`config.mk`:
```
export PLATFORM = sky130hd
export DESIGN_NAME = pipe_ctrl_sb
export DESIGN_NICKNAME = d
export VERILOG_FILES = /design/src/rtl/pipe_ctrl_sb.sv
export SDC_FILE = /design/constraint.sdc
export NUM_CORES = 1
export LEC_CHECK = 0
export CAP_MARGIN = 30
export CORE_MARGIN = 5
export CORE_UTILIZATION = 43
export DETAILED_ROUTE_END_ITERATION = 7
export GPL_ROUTABILITY_DRIVEN = 1
export GPL_TIMING_DRIVEN = 0
export PLACE_DENSITY_LB_ADDON = 0.25
export SETUP_SLACK_MARGIN = 0.15
export SLEW_MARGIN = 20
export SYNTH_ARGS = -nofsm -noshare
export SYNTH_HDL_FRONTEND = slang
export SYNTH_SLANG_ARGS = --single-unit
```
`constraint.sdc`:
```
create_clock -name clk -period 2.3 [get_ports clk]
set_input_delay 0.46 -clock clk [delete_from_list [all_inputs] [get_ports clk]]
set_output_delay 0.46 -clock clk [all_outputs]
set_load 0.1 [all_outputs]
```
`src/rtl/pipe_ctrl_sb.sv`:
```
// Pipeline stall/flush controller with an in-order load scoreboard.
// Tracks outstanding loads for RAW hazards and kills responses belonging to flushed loads.
module pipe_ctrl_sb #(
    parameter int STAGES   = 6,
    parameter int ID_STG   = 2,
    parameter int MEM_STG  = 4,
    parameter int LD_DEPTH = 2,
    parameter int CNT_W    = 16
) (
    input  logic                          clk,
    input  logic                          reset,
    input  logic [STAGES-1:0]             ext_hold,
    input  logic                          rs_ren,
    input  logic                          rt_ren,
    input  logic [4:0]                    rs,
    input  logic [4:0]                    rt,
    input  logic                          data_req,
    input  logic                          data_load,
    input  logic [4:0]                    data_wreg,
    input  logic                          data_addr_ok,
    input  logic                          data_data_ok,
    input  logic                          redirect,
    input  logic [$clog2(STAGES)-1:0]     redirect_stg,
    input  logic                          exc,
    output logic [STAGES-1:0]             stall,
    output logic [STAGES-1:0]             refresh,
    output logic                          pc_stall,
    output logic                          ld_drop,
    output logic [$clog2(LD_DEPTH+1)-1:0] sb_count,
    output logic [1:0]                    state,
    output logic [CNT_W-1:0]              stall_cnt,
    output logic                          sb_err
);

    localparam int SW = $clog2(STAGES);
    localparam int CW = $clog2(LD_DEPTH+1);
    localparam int PW = (LD_DEPTH > 1) ? $clog2(LD_DEPTH) : 1;
    localparam logic [PW-1:0] LAST  = PW'(LD_DEPTH-1);
    localparam logic [CW-1:0] DEPTH = CW'(LD_DEPTH);

    typedef enum logic [1:0] {RUN = 2'd0, DRAIN = 2'd1, REDIR = 2'd2} state_t;

    state_t                    st;
    logic [SW-1:0]             redir_k;
    logic [LD_DEPTH-1:0]       sb_v, sb_k;
    logic [LD_DEPTH-1:0][4:0]  sb_w;
    logic [PW-1:0]             head, tail;

    logic                      pop, push, sb_full, hazard, k_held;
    logic [CW-1:0]             count_next;
    logic [STAGES-1:0]         hold, raw_stall, bubble, flush;

    function automatic logic [PW-1:0] nxt(input logic [PW-1:0] p);
        return (p == LAST) ? '0 : p + 1'b1;
    endfunction

    // Stages 1..k-1; stage 0 (PC) is never refreshed.
    function automatic logic [STAGES-1:0] below(input int k);
        logic [STAGES-1:0] m;
        m = '0;
        for (int j = 1; j < STAGES; j++) m[j] = (j < k);
        return m;
    endfunction

    // A pop frees the head slot in the same cycle, so a full FIFO can still accept a push.
    assign pop        = data_data_ok && (sb_count != '0);
    assign sb_full    = (sb_count == DEPTH) && !pop;
    assign push       = data_req && data_load && data_addr_ok && !sb_full && (st != DRAIN);
    assign count_next = sb_count + CW'(push) - CW'(pop);

    always_comb begin
        hazard = 1'b0;
        for (int i = 0; i < LD_DEPTH; i++)
            if (sb_v[i] && !sb_k[i] && sb_w[i] != 5'd0 &&
                ((rs_ren && rs == sb_w[i]) || (rt_ren && rt == sb_w[i])))
                hazard = 1'b1;
    end

    always_comb begin
        hold          = ext_hold;
        hold[ID_STG]  = hold[ID_STG] | hazard;
        hold[MEM_STG] = hold[MEM_STG] | (data_req && (!data_addr_ok || (data_load && sb_full)));
    end

    always_comb begin
        raw_stall = hold;
        for (int s = STAGES-2; s >= 0; s--) raw_stall[s] = raw_stall[s] | raw_stall[s+1];
    end

    always_comb begin
        bubble = '0;
        for (int s = 0; s < STAGES-1; s++) bubble[s+1] = raw_stall[s] & ~raw_stall[s+1];
    end

    always_comb begin
        flush = '0;
        if (exc)
            flush = below(STAGES);
        else if (st == DRAIN)
            flush = below(STAGES-1);
        else begin
            if (redirect)    flush = below(int'(redirect_stg));
            if (st == REDIR) flush = flush | below(int'(redir_k));
        end
    end

    assign k_held   = (int'(redirect_stg) < STAGES) && raw_stall[redirect_stg];

    assign refresh  = reset ? '0 : (bubble | flush);
    assign stall    = reset ? '0 : (raw_stall & ~(bubble | flush));
    assign pc_stall = !reset && (stall[0] || st == DRAIN);
    assign ld_drop  = !reset && pop && sb_k[head];
    assign state    = st;

    always_ff @(posedge clk or posedge reset) begin
        if (reset) begin
            sb_v     <= '0;
            sb_k     <= '0;
            sb_w     <= '0;
            head     <= '0;
            tail     <= '0;
            sb_count <= '0;
            sb_err   <= 1'b0;
        end else begin
            if (exc) sb_k <= '1;
            if (pop) begin
                sb_v[head] <= 1'b0;
                head       <= nxt(head);
            end
            // A load accepted alongside an exception still gets a response, so track it pre-killed.
            if (push) begin
                sb_v[tail] <= 1'b1;
                sb_w[tail] <= data_wreg;
                sb_k[tail] <= exc;
                tail       <= nxt(tail);
            end
            sb_count <= count_next;
            if (data_data_ok && sb_count == '0) sb_err <= 1'b1;
        end
    end

    always_ff @(posedge clk or posedge reset) begin
        if (reset) begin
            st        <= RUN;
            redir_k   <= '0;
            stall_cnt <= '0;
        end else begin
            if (st == RUN && stall[ID_STG] && stall_cnt != '1) stall_cnt <= stall_cnt + 1'b1;
            if (exc)
                st <= (count_next != '0) ? DRAIN : RUN;
            else begin
                case (st)
                    DRAIN: if (sb_count == '0) st <= RUN;
                    default: begin
                        if (redirect) begin
                            if (k_held) begin
                                st      <= REDIR;
                                redir_k <= redirect_stg;
                            end else
                                st <= RUN;
                        end else if (st == REDIR && !raw_stall[redir_k])
                            st <= RUN;
                    end
                endcase
            end
        end
    end

endmodule

```
==> reports/metrics.yaml, run 1 <==
detailed_routing:
  top_layer: "met4"
  met1_length_mm: 3.34
  dr.pass1.iters: 4
  vias: 2506
  drtIter0Drc: 130
  wl_met2_mm: 4.32
  viasPerCell: 5.58
  ant_nets: 0
  finalWirelength_mm: 8.28
  wl_met3_um: 454
  drc_errors: 0
  wl_per_cell_um: 18.4
synth:
  yosysTopAreaCell: "dfrtp_1"
  syn_area_sq_mm: 0.00245
  synth_top_area_share_pct: 40.8
  yosys_warnings: 0
  synth_most_common_cell: "dfrtp_1"
  synth_area_leaders: "dfrtp_1, xnor2_1, mux2_2, nand4_1, nand2_1"
  synth.distinct_cells: 53
  syn_inst: 258
  synth_edf_count: 0
  synth_nets: 295
  syn_avg_cell_area_sq_um: 9.50
  synth_commonest_cells: "dfrtp_1, xnor2_1, nand2_1, nor2_1, inv_1"
  yosysSeqAreaShare_pct: 40.8
  synthFlopType: "dfrtp_1"
  ys_async_sr_fraction_pct: 100
  ys_seq_elements: 40
power:
  peakVddDrop_v: 0.000764
  power_uw: 4170
  powerDensity_mw_per_mm2: 963
  power_leakage_uw: 0.00192
floorplan:
  std_cell_rows: 27
  die_area_sq_mm: 0.00731
  die_x_um: 85.5
  io_pins: 69
  initial_core_util_pct: 44.2
  core-area_sq_mm: 0.00554
  die_h_um: 85.5
sta:
  worstMarginPinSlew_ps: 975
  post-route-period-util_pct: 128
  rsz0062_at_grt: "yes"
  setup_viol: 29
  slew_violations: 0
  timing.final.hold_violations: 0
  fin_skew_ps: 3.39
  setup_ws_ps: -635
  relSlewSlack_pct: 35.3
  min_period_ps: 2940
  fmax_ghz: 0.341
place:
  place.gp.congestion: 0.882
  post-place-cells: 399
  pre_cts_ws_ps: -1790
  hpwl_mm: 4.82
  portBuffers: 67
worst_hold_path:
  hold_path_class: "input pin to async pin"
finish:
  layoutNonFillerInstCount: 449
  area_delta_synth_final_pct: 76.5
  multi_input_area_sq_mm: 0.00186
  drive_gt1_share_pct: 43.2
  finalNetCount: 413
  n_antenna_cell: 0
  n_fill_cell: 361
  regArea_sq_mm: 0.00102
critical_path:
  start_kind: "register"
  cp_cell_sequence: "or4_1 > nor2_1 > nor3b_1 > a221oi_4 > buf_6 > and2_4 > a31oi_4 > nor2_4 > buf_12"
  path_buf_inv: 2
  cp_top_family: "simple AND/OR/NAND/NOR gates"
  cp.depth: 9
  rr_worst_depth: 8
  max_stage_delay_ps: 530
  worstPathArrival_ps: 2480
  cp-end-kind: "output port"
  reg2reg_slack_ps: -360
  crit_path_top_delay_cell: "or4_1"
  r2r-start: "state[0]"
  timing_worst_setup_path_type: "register to output port"
  critPathRequiredTime_ps: 1840
  crit_fanout: 5
  r2r_end: "stall_cnt[15]"
clock_tree:
  cts_root_buffer: "clkbuf_8"
  cts_buffers: 5
  cts_tree: "yes"
  clk_pin_slew_worst_paths_ps: 80
  cts_hold_buf: 0
  cts-htree-levels: 2
  clockBufferDepth: 2
  clock_sinks: 40
  clock_latency_ps: 290
global_route:
  grt_overflow: 0
  grt_start_max_net_pins: 34
  grt_pass1_wl_mm: 11.7
  antenna_found_initial: 0
  grt_pass1_vias: 2389
  grt_usage_pct: 19.8
run_status:
  outcome: "finished, violations left"
  violations: "setup timing"
run:
  maxCapViolations: 0
## per-layer routing
layer | up-vias | global-route usage (%)
met5 | - | 0
met4 | 0 | 4.75
met3 | 18 | 4.32
met2 | 87 | 34.1
met1 | 1241 | 25.3
li1 | 1160 | -
## where the power goes
part           leakage, uW  switching [uW]  internal, uW
logic              0.00137            1440           986
registers         0.000496             237           937
clock network    0.0000552             248           322
## cell usage in the layout, fill, tap and decap left out, types with 6 or more instances in the layout
cell / Yosys / final
a21oi_1: 8 / 6
buf_12: 0 / 11
buf_4: 2 / 31
buf_6: 1 / 17
clkdlybuf4s50_1: 0 / 12
dfrtp_1: 40 / 34
dlygate4sd2_1: 0 / 27
dlymetal6s2s_1: 0 / 10
inv_1: 14 / 10
mux2_2: 11 / 10
nand2_1: 18 / 14
nand4_1: 12 / 12
nor2_1: 18 / 7
nor2_4: 0 / 8
o21ai_0: 12 / 9
xnor2_1: 36 / 29
xnor2_2: 0 / 7
## kinds of logic after synthesis
| logic type | share of synthesized area (%) |
|---|---|
| fa+ha+maj | 1.53 |
| simple gates | 21.8 |
| compound gates | 12.5 |
| mux | 5.87 |
| xor+xnor | 13.6 |
| flops | 40.8 |
| buf+inv | 3.68 |
| other cells | 0.153 |
## flip-flops by register name (all words and copies together), names as in the netlist
| name | flops |
|---|---|
| head | 1 |
| redir_k | 3 |
| sb_count | 2 |
| sb_err | 1 |
| sb_k | 2 |
| sb_v | 2 |
| sb_w | 10 |
| stall_cnt | 16 |
| state | 2 |
| tail | 1 |
## how the worst max path moves through the flow
stage                     startpoint      endpoint  slack (ps)
after global placement         reset    refresh[3]       -1860
after floorplan             state[1]  stall_cnt[6]        -550
after CTS                    sb_w[4]    refresh[3]        -640
final                        sb_w[5]    refresh[1]        -640
after detailed placement       rs[3]    refresh[2]       -1790
after global routing         sb_w[7]    refresh[1]        -740
## worst reg2reg max path, stage by stage (launching register included)
cell     delay, ps
dfrtp_4        510
and2b_4        180
or2_4          240
or4_4          460
or4_4          450
a21oi_4        240
buf_6          180
nand4_1        120
xnor2_1        170
## through the flow
step | hold slack, ps | TNS [ps] | area [sq um] | utilization [%]
2_1_floorplan | 465 | -10490 | 2700 | -
3_3_place_gp | 439 | -42380 | 3460 | 62.4
3_5_place_dp | 448 | -31830 | 3490 | 63.0
4_1_cts | 368 | -8030 | 4020 | 72.6
5_1_grt | 367 | -11690 | 4330 | 78.1
6_report | 353 | -9650 | 4330 | 78.1
## layout make-up
class	count	area share (%)
sequential	40	23.5
inverter	14	1.21
tap	72	2.08
clock inverter	2	0.810
timing repair buffer	111	26.7
clock buffer	6	1.68
multi-input combinational	198	43.1
buffer	6	0.925
## what timing repair did
action,in CTS,in global routing
setup endpoints to repair,61,36
gates resized for setup,181,48
endpoints found under the hold margin,0,0
pin swaps,29,33
buffers inserted,28,13
cloned,1,0
Power figures use the tool's default switching activity.
==> run 2, diff against run 1 <==
Settings changed: CAP_MARGIN 30 to 25.
==> run 2 against run 1 <==
Compared with the run above:
- the run still ends with setup timing left
- clock-buffer cell count did not move
- via count fell by 1.9%
- maximum frequency fell by 0.31%
- flip-flop and latch count did not move
- first-iteration DRC count fell by 38%
- clock power fell by 2%
- sequential share of layout area fell by 0.16 points
==> reports/metrics.yaml, run 2 (synthesized netlist as in run 1, its figures left out) <==
run_status:
  outcome: "finished, violations left"
  violations: "setup timing"
clock_tree:
  cts_buffers: 5
  cts-htree-levels: 2
  cts_hold_buf: 0
  clock_latency_ps: 280
  clockBufferDepth: 2
  clk_pin_slew_worst_paths_ps: 80
  clock_sinks: 40
  cts_root_buffer: "clkbuf_8"
  cts_tree: "yes"
detailed_routing:
  dr.pass1.iters: 4
  wl_per_cell_um: 17.7
  viasPerCell: 5.54
  vias: 2459
  finalWirelength_mm: 7.87
  drtIter0Drc: 80
  drc_errors: 0
  ant_nets: 0
worst_hold_path:
  hold_path_class: "input pin to async pin"
floorplan:
  core-area_sq_mm: 0.00554
  std_cell_rows: 27
  io_pins: 69
  die_x_um: 85.5
  die_area_sq_mm: 0.00731
  initial_core_util_pct: 44.2
  die_h_um: 85.5
power:
  power_leakage_uw: 0.00189
  peakVddDrop_v: 0.000543
  powerDensity_mw_per_mm2: 965
  combPwrFrac_pct: 58.6
  pwr-share-seq_pct: 28.2
  netSwitchingPower_uw: 1920
  p_int_uw: 2280
  p_sw_share_pct: 45.7
  p_clk_share_pct: 13.2
run:
  maxCapViolations: 0
global_route:
  grt_overflow: 0
  grt_pass1_wl_mm: 12.1
  grt_start_max_net_pins: 34
  grt_usage_pct: 20.4
  grt_pass1_vias: 2551
  antenna_found_initial: 0
finish:
  area_delta_synth_final_pct: 77.7
  largest_register: "stall_cnt"
  largest_register_ffs: 16
  final_common_cell: "dfrtp_1"
  design_area_sq_mm: 0.00436
  finalNetCount: 408
  reg_top3: "stall_cnt x16, sb_w x10, redir_k x3"
  layout_common_cells: "dfrtp_1, dlygate4sd2_1, xnor2_1"
  n_antenna_cell: 0
  drive_gt1_share_pct: 44.1
critical_path:
  critPathLaunch: "sb_w[0]"
  max_stage_delay_ps: 430
  crit_fanout: 4
  cp_cell_sequence: "or3_1 > o311a_1 > a221oi_4 > buf_4 > buf_6 > nor2b_4 > o21a_4 > buf_12"
  start_kind: "register"
  r2r-start: "state[0]"
  path_buf_inv: 3
  crit_path_top_delay_cell: "a221oi_4"
  timing_worst_setup_path_type: "register to output port"
  cp-end-kind: "output port"
  cp_top_family: "compound AO/OA/AOI/OAI gates"
  critPathRequiredTime_ps: 1840
  worstPathArrival_ps: 2480
sta:
  setup_viol: 31
  setup_ws_ps: -644
  worstMarginPinSlew_ps: 966
  timing.final.hold_violations: 0
  post-route-period-util_pct: 128
  fin_hold_ws_ps: 380
  slew_violations: 0
  relSlewSlack_pct: 35.9
  fin_skew_ps: 3.24
  rsz0062_at_grt: "yes"
  fmax_ghz: 0.340
  min_period_ps: 2940
place:
  pre_cts_ws_ps: -1810
  place_area_sq_mm: 0.00348
  portBuffers: 67
  hpwl_mm: 4.77
  place.gp.congestion: 0.882
==> run 2: stage by stage <==
| step | total power [uW] | std cells | utilization, % | TNS (ps) |
|---|---|---|---|---|
| floorplan | 2600 | 258 | - | -10490 |
| global placement | 3020 | 397 | 62.4 | -42380 |
| detailed placement | 3050 | 398 | 62.8 | -32380 |
| CTS | 3970 | 437 | 74.5 | -8670 |
| global route | 4420 | 444 | 78.6 | -11740 |
| finish | 4200 | 444 | 78.6 | -8960 |
==> run 2: final timing paths <==
| path | to | slack, ps | cells after the start |
|---|---|---|---|
| setup / recovery | refresh[3] | -640 | 8 |
| hold / removal | sb_count[1] | 380 | 2 |
| setup reg to reg | stall_cnt[10] | -360 | 9 |
| hold reg to reg | sb_err | 460 | 1 |
| max in group asynchronous | stall_cnt[1] | 1470 | 3 |
| min in group clk | sb_err | 460 | 1 |
==> run 2: power by group through the flow <==
| stage | combinational [uW] | clock [uW] | sequential, uW |
|---|---|---|---|
| 3_5_place_dp | 1820 | 0 | 1230 |
| 4_1_cts | 2240 | 566 | 1170 |
| 6_report | 2460 | 556 | 1190 |
| 3_3_place_gp | 1790 | 0 | 1230 |
| 5_1_grt | 2600 | 601 | 1220 |
| 2_1_floorplan | 1000 | 0 | 1600 |
==> run 2: layer usage <==
layer | GRT usage, % | wire length, um | vias to the layer above | part of all wire (%)
li1 | - | - | 1157 | -
met1 | 24.9 | 3330 | 1236 | 42
met2 | 36.4 | 4170 | 60 | 53
met3 | 4.23 | 321 | 6 | 4.1
met4 | 5.47 | 48 | 0 | 0.61
met5 | 0 | 0 | - | 0
==> run 2: area by class of cell <==
cell class	instances	area, sq um
tap	72	90.1
buffer	6	48.8
multi-input combinational	198	1940
clock inverter	2	35.0
sequential	40	1020
inverter	14	52.6
fill	341	1180
clock buffer	6	72.6
timing repair buffer	106	1100
==> run 2: what timing repair did <==
| item | CTS | global route |
|---|---|---|
| endpoints found under the setup margin | 61 | 35 |
| pin swaps | 36 | 31 |
| buffers inserted | 30 | 7 |
| cloned | 1 | 0 |
| resized for setup | 201 | 44 |
==> run 2: worst reg2reg max path, delay by kind of cell, from the launching register on <==
kind | cells | cell delay (ps)
AOI/OAI and AO/OA | 1 | 240
xor gates and xnor gates | 1 | 140
buffers and inverters | 2 | 230
DFF | 1 | 520
and+or+nand+nor | 5 | 1410
==> run 3, diff against run 2 <==
Settings changed: ABC_AREA set to 1, CORE_UTILIZATION 43 to 45, SKIP_LAST_GASP set to 1.
Clock period 2.3 ns to 3.8 ns, I/O delays scaled along.
==> run 3 against run 2 <==
Compared with the run above:
- the flow now finishes without violations
- global-route usage down 1.3 points
- clock skew is 6.9 ps higher
- setup slack improved by 940 ps
- combinational power down 54%
- register-to-register slack gained 2200 ps
==> reports/metrics.yaml, run 3 <==
run_status:
  outcome: "complete, no violations"
detailed_routing:
  finalWirelength_mm: 6.80
  ant_nets: 0
  viasPerCell: 4.84
  wl_per_cell_um: 12.4
  drc_errors: 0
  dr.pass1.iters: 5
  drtIter0Drc: 140
  vias: 2655
finish:
  area_delta_synth_final_pct: 32.1
  design_area_sq_mm: 0.00351
  drive_gt1_share_pct: 9.09
  layoutNonFillerInstCount: 548
  largest_register: "stall_cnt"
  largest_register_ffs: 16
  finalNetCount: 509
  reg_top3: "stall_cnt x16, sb_w x10, redir_k x3"
  layout_common_cells: "nand2_1, inv_1, clkdlybuf4s50_1"
  final_common_cell: "nand2_1"
  n_antenna_cell: 0
place:
  hpwl_mm: 5.43
  post-place-cells: 540
  pre_cts_ws_ps: -439
  place.gp.congestion: 0.932
  portBuffers: 66
  place_area_sq_mm: 0.00346
critical_path:
  worstPathArrival_ps: 2740
  cp_top_family: "buffers and inverters"
  timing_worst_setup_path_type: "input pin to output port"
  cp_cell_sequence: "clkdlybuf4s50_1 > inv_1 > nand3b_1 > o21ai_1 > nand2_1 > nand4_1 > a21oi_2 > dlygate4sd2_1"
  crit_path_top_delay_cell: "dlygate4sd2_1"
  cp-end-kind: "output port"
  path_buf_inv: 3
  critPathRequiredTime_ps: 3040
  start_kind: "input pin"
  crit_fanout: 4
  max_stage_delay_ps: 880
synth:
  ys_seq_elements: 40
  synth_most_common_cell: "nand2_1"
  yosysTopAreaCell: "dfrtp_1"
  yosys_warnings: 0
  synth_top_area_share_pct: 37.7
  synth_nets: 435
  synth_area_leaders: "dfrtp_1, nand2_1, inv_1, nor2_1, nand3_1"
  synth_edf_count: 0
  synth.distinct_cells: 35
  syn_inst: 398
  synthFlopType: "dfrtp_1"
  synth_commonest_cells: "nand2_1, inv_1, dfrtp_1, nor2_1, nand3_1"
  syn_area_sq_mm: 0.00266
  ys_async_sr_fraction_pct: 100
  syn_avg_cell_area_sq_um: 6.68
  yosysSeqAreaShare_pct: 37.7
sta:
  setup_viol: 0
  slew_violations: 0
  fmax_ghz: 0.286
  min_period_ps: 3500
  fin_hold_ws_ps: 477
  worstMarginPinSlew_ps: 986
  relSlewSlack_pct: 34.1
  post-route-period-util_pct: 92.1
  rsz0062_at_grt: "yes"
  setup_ws_ps: 300
  timing.final.hold_violations: 0
  fin_skew_ps: 10.1
power:
  combPwrFrac_pct: 53.4
  pwr-share-seq_pct: 32.7
  p_sw_share_pct: 52.8
  p_clk_share_pct: 13.9
  netSwitchingPower_uw: 1110
  p_int_uw: 994
  peakVddDrop_v: 0.000376
  power_leakage_uw: 0.00185
  powerDensity_mw_per_mm2: 601
clock_tree:
  clock_latency_ps: 300
  clk_pin_slew_worst_paths_ps: 80
  cts_root_buffer: "clkbuf_8"
  clockBufferDepth: 2
  cts-htree-levels: 2
  cts_hold_buf: 0
  clock_sinks: 40
  cts_buffers: 5
  cts_tree: "yes"
global_route:
  antenna_found_initial: 0
  grt_usage_pct: 19.0
  grt_overflow: 0
  grt_pass1_wl_mm: 11.4
  grt_start_max_net_pins: 33
  grt_pass1_vias: 2627
floorplan:
  initial_core_util_pct: 45.7
  die_x_um: 86.9
  std_cell_rows: 28
  die_h_um: 86.9
  core-area_sq_mm: 0.00582
  die_area_sq_mm: 0.00754
  io_pins: 69
run:
  maxCapViolations: 0
worst_hold_path:
  hold_path_class: "register to register"
## run 3: cell types whose count changed in the layout (fill, tap and decap cells not counted), sizes merged, moves of 5 or more
| cell | previous run | this run |
|---|---|---|
| xnor2 | 36 | 8 |
| nand3 | 10 | 27 |
| buf | 55 | 9 |
| nor2 | 18 | 45 |
| and2b | 5 | 0 |
| o21ai | 13 | 22 |
| xor2 | 2 | 10 |
| nand4 | 12 | 5 |
| inv | 14 | 69 |
| clkdlybuf4s50 | 12 | 53 |
| dlymetal6s2s | 6 | 0 |
| mux2 | 11 | 0 |
| nand2 | 18 | 133 |
| dlygate4sd2 | 30 | 2 |
## run 3: power by group through the flow
stage                     Combinational [uW]  Clock [uW]  Sequential [uW]
after floorplan                          575           0              961
after global placement                  1120           0              690
after detailed placement                1140           0              694
after CTS                               1140         301              687
after global routing                    1220         318              708
final                                   1130         293              689
## run 3: final timing paths
check	start	slack (ps)	to	depth (start not counted)
max reg2reg	sb_count[0]	1810	stall_cnt[3]	11
min	sb_err	480	sb_err	1
min in group asynchronous	reset	690	sb_w[5]	2
max in group asynchronous	reset	2650	sb_count[1]	3
max	data_data_ok	300	refresh[4]	8
min reg2reg	sb_err	480	sb_err	1
## run 3: routing by layer
metal  up-vias  track usage (%)  share of wire, %
li1       1384                -                 -
met1      1191             23.1                43
met2        76             34.5                50
met3         4             3.22               6.4
met4         0             5.24               1.1
met5         -                0                 0
## run 3: final cells by class
type | instances | area, sq um
clock inverters | 3 | 21.3
clock buffers | 5 | 68.8
plain buffers | 5 | 30.0
well taps | 75 | 93.8
flip-flops and latches | 40 | 1000
fillers | 547 | 2310
inverters | 68 | 255
repair buffers | 67 | 633
multi-input cells | 285 | 1410
## run 3: logic make-up (layout without fill, tap and decap cells)
logic type / after synthesis / after routing / share of synthesized area, %
and+or+nand+nor: 221 / 221 / 34.8
buffers and inverters: 73 / 148 / 10.7
AOI/OAI and AO/OA: 42 / 42 / 9.28
DFF: 40 / 40 / 37.7
xor gates and xnor gates: 18 / 18 / 5.93
adders and majority gates: 3 / 3 / 1.41
other: 1 / 1 / 0.141
## run 3: what timing repair did
action | CTS | global route
resized for setup | 31 | 28
setup endpoints to repair | 13 | 11
setup buffers | 0 | 0
gates cloned | 0 | 0
## run 3: worst reg2reg max path: cells and delay by family, from the launching register on
| family | cells | cell delay [ps] |
|---|---|---|
| AOI/OAI and AO/OA | 1 | 120 |
| xor gates and xnor gates | 1 | 130 |
| buffers and inverters | 2 | 270 |
| DFF | 1 | 420 |
| and+or+nand+nor | 7 | 930 |
## run 3: per-stage QoR
stage	total power [uW]	utilization, %	TNS, ps
after global placement	1810	59.2	-5050
after global routing	2240	60.3	0
after CTS	2120	61.0	0
after detailed placement	1830	59.5	-3020
final	2110	60.3	0
after floorplan	1540	-	-223
